`src/rtl/instruction_fetch_stage.sv`:
```
// rtl/instruction_fetch_stage.sv - IF stage: program counter, next-PC select and IF/ID pipeline register.
module instruction_fetch_stage #(
   parameter logic [63:0] RESET_PC  = 64'h0,
   parameter logic [31:0] NOP_INSTR = 32'h0000_0000
) (
   input  logic        clk,
   input  logic        reset,
   input  logic        stall,
   input  logic        br_taken,
   input  logic        uncond_br,
   input  logic        br_reg,
   input  logic [63:0] br_reg_data,
   output logic [63:0] instr_addr,
   input  logic [31:0] instr_data,
   output logic [31:0] id_instr,
   output logic [63:0] id_pc,
   output logic [63:0] id_noBrPC,
   output logic        id_valid
);

   logic [63:0] pc_q, pc_d;
   logic [31:0] id_instr_q, id_instr_d;
   logic [63:0] id_pc_q, id_pc_d;
   logic [63:0] id_nobrpc_q, id_nobrpc_d;
   logic        id_valid_q, id_valid_d;

   logic [63:0] pc_plus4;
   logic [63:0] imm26_off;
   logic [63:0] imm19_off;
   logic [63:0] br_target;
   logic        redirect;

   // Word offsets are sign-extended and scaled by 4 before adding to the branch's own PC.
   always_comb begin
      pc_plus4  = pc_q + 64'd4;
      imm26_off = {{36{id_instr_q[25]}}, id_instr_q[25:0], 2'b00};
      imm19_off = {{43{id_instr_q[23]}}, id_instr_q[23:5], 2'b00};
      if (br_reg) begin
         br_target = br_reg_data;
      end else if (uncond_br) begin
         br_target = id_pc_q + imm26_off;
      end else begin
         br_target = id_pc_q + imm19_off;
      end
      redirect = br_taken & id_valid_q & ~stall;
   end

   always_comb begin
      pc_d        = pc_q;
      id_instr_d  = id_instr_q;
      id_pc_d     = id_pc_q;
      id_nobrpc_d = id_nobrpc_q;
      id_valid_d  = id_valid_q;
      if (stall) begin
         pc_d = pc_q;
      end else if (redirect) begin
         // The instruction fetched this cycle is on the wrong path; replace it with a bubble.
         pc_d        = br_target;
         id_instr_d  = NOP_INSTR;
         id_pc_d     = 64'd0;
         id_nobrpc_d = 64'd0;
         id_valid_d  = 1'b0;
      end else begin
         pc_d        = pc_plus4;
         id_instr_d  = instr_data;
         id_pc_d     = pc_q;
         id_nobrpc_d = pc_plus4;
         id_valid_d  = 1'b1;
      end
   end

   always_ff @(posedge clk) begin
      if (reset) begin
         pc_q        <= RESET_PC;
         id_instr_q  <= NOP_INSTR;
         id_pc_q     <= 64'd0;
         id_nobrpc_q <= 64'd0;
         id_valid_q  <= 1'b0;
      end else begin
         pc_q        <= pc_d;
         id_instr_q  <= id_instr_d;
         id_pc_q     <= id_pc_d;
         id_nobrpc_q <= id_nobrpc_d;
         id_valid_q  <= id_valid_d;
      end
   end

   assign instr_addr = pc_q;
   assign id_instr   = id_instr_q;
   assign id_pc      = id_pc_q;
   assign id_noBrPC  = id_nobrpc_q;
   assign id_valid   = id_valid_q;

endmodule

```
`config.mk`:
```
export PLATFORM = sky130hd
export DESIGN_NAME = instruction_fetch_stage
export DESIGN_NICKNAME = d
export VERILOG_FILES = /design/src/rtl/instruction_fetch_stage.sv
export SDC_FILE = /design/constraint.sdc
export NUM_CORES = 1
export LEC_CHECK = 0
export CAP_MARGIN = 20
export CORE_MARGIN = 3
export CORE_UTILIZATION = 35
export DETAILED_ROUTE_END_ITERATION = 12
export GPL_TIMING_DRIVEN = 0
export PLACE_DENSITY = 0.62
export SLEW_MARGIN = 20
export SYNTH_ARGS = -nofsm -noshare
export SYNTH_HDL_FRONTEND = slang
export SYNTH_SLANG_ARGS = --single-unit
export TNS_END_PERCENT = 50
```
`constraint.sdc`:
```
create_clock -name clk -period 11 [get_ports clk]
set_clock_uncertainty 0.2 [all_clocks]
set_input_delay 2.2 -clock clk [delete_from_list [all_inputs] [get_ports clk]]
set_output_delay 2.2 -clock clk [all_outputs]
set_load 0.01 [all_outputs]
```
==> Yosys cells after proc, flatten, opt, wreduce, memory -nomap -nowiden <==
Cells that the tools add are included.
{ "word_totals": {"ff_bits": 225, "output_inout_bits": 225, "elab_cells": 18} }
{ "op_classes": {"n_addsub": 3, "muxes": 7, "bitwise_logic": 3} }
{ "ops": {"columns": ["operator", "n"], "rows": [
  ["$mux 64", 5],
  ["$add 64x64->64", 2],
  ["$add 64x3->64 const B", 1],
  ["$mux 32", 1],
  ["$and 1x1->1", 2],
  ["$mux 1", 1],
  ["$not 1->1", 1]
]} }

==> Logic depth before layout (Yosys ltp) <==
{ "logic_depth": {"depth_word": 4, "ltp_mapped": 15} }

==> Worst setup path before layout <==
OpenSTA, ideal clock, no wires.
{ "synth_path": {"kind": "input -> register", "start": "input port uncond_br", "end": "register pc_q[61] (netlist: instr_addr[61])", "setup_time_ns": 0.058, "t_arrival_ns": 5.724, "required_time_ns": 10.742, "slack_ns": 5.018, "stages": 14, "n_path_buf": 2, "cell_sequence": "clkbuf_1 nand2b_1 nand2_1 ha_1 buf_2 nand2_1 nor4_1 nand2_1 nor3_1 a41oi_2 a31oi_1 o211ai_1 a2111oi_0 a211o_1"} }
{ "synth_between": {"elab_chain_cells": 3} }
{ "synth_lines": {"columns": ["item", "line_no", "rtl"], "rows": [
  ["start, declared", "10", "input logic uncond_br,"],
  ["$mux 64", "40", "end else if (uncond_br) begin"],
  ["$mux 64", "38", "if (br_reg) begin"],
  ["$mux 64", "56", "end else if (redirect) begin"],
  ["end signal, assigned", "80", "pc_q <= pc_d;"],
  ["end, declared", "21", "logic [63:0] pc_q, pc_d;"]
]} }
No other way between the ends.
A chain may end at the register's enable or synchronous reset.

==> Worst setup path in the final report <==
Ends and elaborated chain as after synthesis.

==> out/metrics.yaml <==
routing:
  vias: 17000
  ant_nets: 0
  drt_iter0_drc: 1622
  via_per_inst: 5.95
  post_drt_wl_per_cell_um: 25.5
  firstDrtPassIters: 6
  drc: 0
  wirelength_mm: 72.8
sta:
  min_period_ns: 6.37
  relSlewSlack_pct: 25.3
  max_clock_freq_ghz: 0.157
  fin_tns_setup_ns: 0
  period_share_pct: 57.9
  setup_viol: 0
  tightest_slew_ns: 1.12
  drv_slew: 0
  fin_ws_ns: 4.63
  rsz0062_at_grt: "false"
  hold_viol_final: 0
grt:
  grt_max_degree: 34
  grt_remaining_overflow: 0
  grt_pass1_vias: 16000
  antenna_found_initial: 0
  grt_usage_pct: 31.6
  grt_pass1_wl_mm: 106
synth:
  ys_async_sr_fraction_pct: 0
  syn_area_um2: 14500
  syn_inst: 1943
  synth_flop_cell: "dfxtp_1"
  ys_seq_elements: 223
  synth-edff-count: 0
  ys_seq_area_share_pct: 30.7
  synthDistinctLibCells: 85
  yosys_warnings: 0
  synthesis.nets: 2108
  avgSynthCellArea_um2: 7.48
power_and_ir_drop:
  switchingPower_w: 0.000633
  pwr-share-clk_pct: 43.3
  combPwrFrac_pct: 16.3
  fin_total_pwr_w: 0.00211
  p_leak_nw: 7.65
  peakVddDrop_uv: 107
  p_seq_share_pct: 40.4
  power_density_nw_per_um2: 109
  swShare_pct: 30.0
  p_int_w: 0.00148
clock_network:
  insertion_delay_ns: 0.58
  root_buffer: "clkbuf_16"
  cts_max_path_buffers: 3
  cts_hold_buf: 0
  cts_num_sinks: 223
  cts_buffers: 27
  htreeDepth: 1
  cts-resized-gates: 0
  clkTransAtPathRegs_ns: 0.07
  cts_setup_buffers: 0
  cts_tree: "built"
place:
  gp_congestion: 0.969
  place_hpwl_mm: 56.3
  pre_cts_ws_ns: 4.14
  portBuffers: 324
  place_area_um2: 18500
setup_path:
  path_cells: "clkbuf_1, nand2b_1, nand2_2, buf_12, ha_1, nand2_1, nor4_1, nand2_1, nor3_1, a41oi_2, a31oi_1, o211ai_1, a2111oi_0, a211o_1"
  max_stage_delay_ns: 0.66
  crit_arrival_ns: 6.68
  path_class: "input pin to flip-flop"
  path_delay_family: "simple AND/OR/NAND/NOR gates"
  path_common_cell: "nand2_1"
  start_kind: "input pin"
  critical_path.endpoint_type: "flip-flop"
  cp.buffers_inverters: 2
  cp_max_fo: 33
  slowest_stage: "nor4_1"
  required_ns: 11.31
finish:
  utilization_pct: 47.4
  fin_area_um2: 19400
  fill_cells: 4136
  area_growth_syn_to_layout_pct: 33.3
  drive_gt1_share_pct: 4.87
  nets: 2463
  antenna-diode-count: 0
floorplanning:
  die_w_um: 210
  start_util_pct: 35.5
  core_area_um2: 40900
  num_rows: 74
  io_pins: 327
  die_h_um: 210
  dieArea_um2: 44000
job:
  drv_cap: 0
outcome:
  status: "complete, no violations"
hold_path:
  hold_path_class: "flip-flop to flip-flop"
-- stage by stage --
| step | instances | hold slack (ns) |
|---|---|---|
| after floorplan | 1943 | 0.286 |
| after global placement | 2799 | 0.256 |
| after detailed placement | 2801 | 0.259 |
| after CTS | 2851 | 0.268 |
| after global routing | 2851 | 0.283 |
| final | 2851 | 0.269 |
-- tightest hold or removal path, cell delays in order, from the launching register on --
cell,delay [ns]
dfxtp_1,0.31
nand2_1,0.06
a21oi_1,0.05
-- registers in the layout, summed over array words and instances, names as in the netlist --
register	flops
id_noBrPC	62
id_valid	1
id_instr	32
id_pc	64
instr_addr	64
-- placed cells by master (no fill, tap or decap), types with 62 or more instances in the layout --
cell / count
dfxtp_1: 223
a22oi_1: 64
a21oi_1: 246
o21ai_0: 81
nand2_1: 180
clkdlybuf4s50_1: 324
clkbuf_1: 121
ha_1: 62
nor2_1: 251
and3_1: 107
-- cell usage after synthesis, types with 5 or more instances --
| master | count | area (um^2) |
|---|---|---|
| a22oi_1 | 64 | 480 |
| a221oi_1 | 17 | 149 |
| nand2_1 | 181 | 679 |
| nand4_1 | 24 | 150 |
| a31oi_1 | 23 | 144 |
| buf_2 | 14 | 70.1 |
| o22ai_1 | 16 | 100 |
| nor2_1 | 252 | 946 |
| mux2i_1 | 7 | 70.1 |
| nand3_1 | 49 | 245 |
| and3_1 | 107 | 669 |
| nor4_1 | 8 | 50.1 |
| nor3_1 | 42 | 210 |
| nand3b_1 | 5 | 37.5 |
| o21ai_1 | 13 | 65.1 |
| a211oi_1 | 9 | 67.6 |
| mux2_2 | 19 | 214 |
| o21bai_1 | 17 | 128 |
| and2_1 | 15 | 93.8 |
| a21oi_1 | 246 | 1230 |
| and4_1 | 11 | 96.3 |
| o31ai_1 | 7 | 52.6 |
| dfxtp_1 | 223 | 4460 |
| buf_1 | 14 | 52.6 |
| o21a_1 | 14 | 105 |
| o21ai_0 | 81 | 405 |
| a21o_1 | 35 | 263 |
| clkbuf_1 | 119 | 447 |
| xor2_1 | 39 | 342 |
| xnor2_1 | 61 | 534 |
| ha_1 | 62 | 776 |
| or3_1 | 9 | 56.3 |
| inv_1 | 35 | 131 |
| o211ai_1 | 14 | 105 |
| nand2b_1 | 5 | 31.3 |
-- routing by layer --
layer,GRT usage (%),share of wire [%],up-vias
li1,-,-,7771
met1,43.9,44,8193
met2,49.9,45,864
met3,4.69,8.1,141
met4,11.2,3.7,0
met5,0,0,-
-- cells by family (layout without fill, tap and decap cells) --
logic type / Yosys count / in the layout / synth area share, %
buffers and inverters: 185 / 561 / 4.97
AO/OA/AOI/OAI: 615 / 615 / 26.7
multiplexers: 26 / 26 / 1.95
adder cells (fa/ha/maj): 63 / 63 / 5.47
flip-flops: 223 / 223 / 30.7
XOR/XNOR: 100 / 100 / 6.02
AND/OR/NAND/NOR: 731 / 731 / 24.2
-- power groups by stage --
stage	Combinational, W	Clock, W	Sequential, W
CTS	0.000337	0.000924	0.000852
finish	0.000343	0.000915	0.000853
global route	0.000364	0.000953	0.000855
detailed placement	0.000336	0	0.000870
global placement	0.000333	0	0.000870
floorplan	0.000159	0	0.000869
-- area by class of cell --
class	count	area, um^2	area share (%)
clock buffer	33	728	3.76
sequential	223	4460	23.0
clock inverter	17	156	0.807
buffer	150	594	3.07
multi-input combinational	1535	9360	48.3
timing repair buffer	326	3280	16.9
inverter	35	131	0.678
tap	532	666	3.43
-- worst paths after layout --
kind,start,end,slack (ns),cells after the start
setup / recovery,uncond_br,instr_addr[61],4.63,14
hold / removal,id_noBrPC[47],id_noBrPC[47],0.27,2
hold reg to reg,id_noBrPC[47],id_noBrPC[47],0.27,2
setup reg to reg,id_instr[23],instr_addr[61],6.51,13
Note: power is estimated with default switching activity, not from simulation.
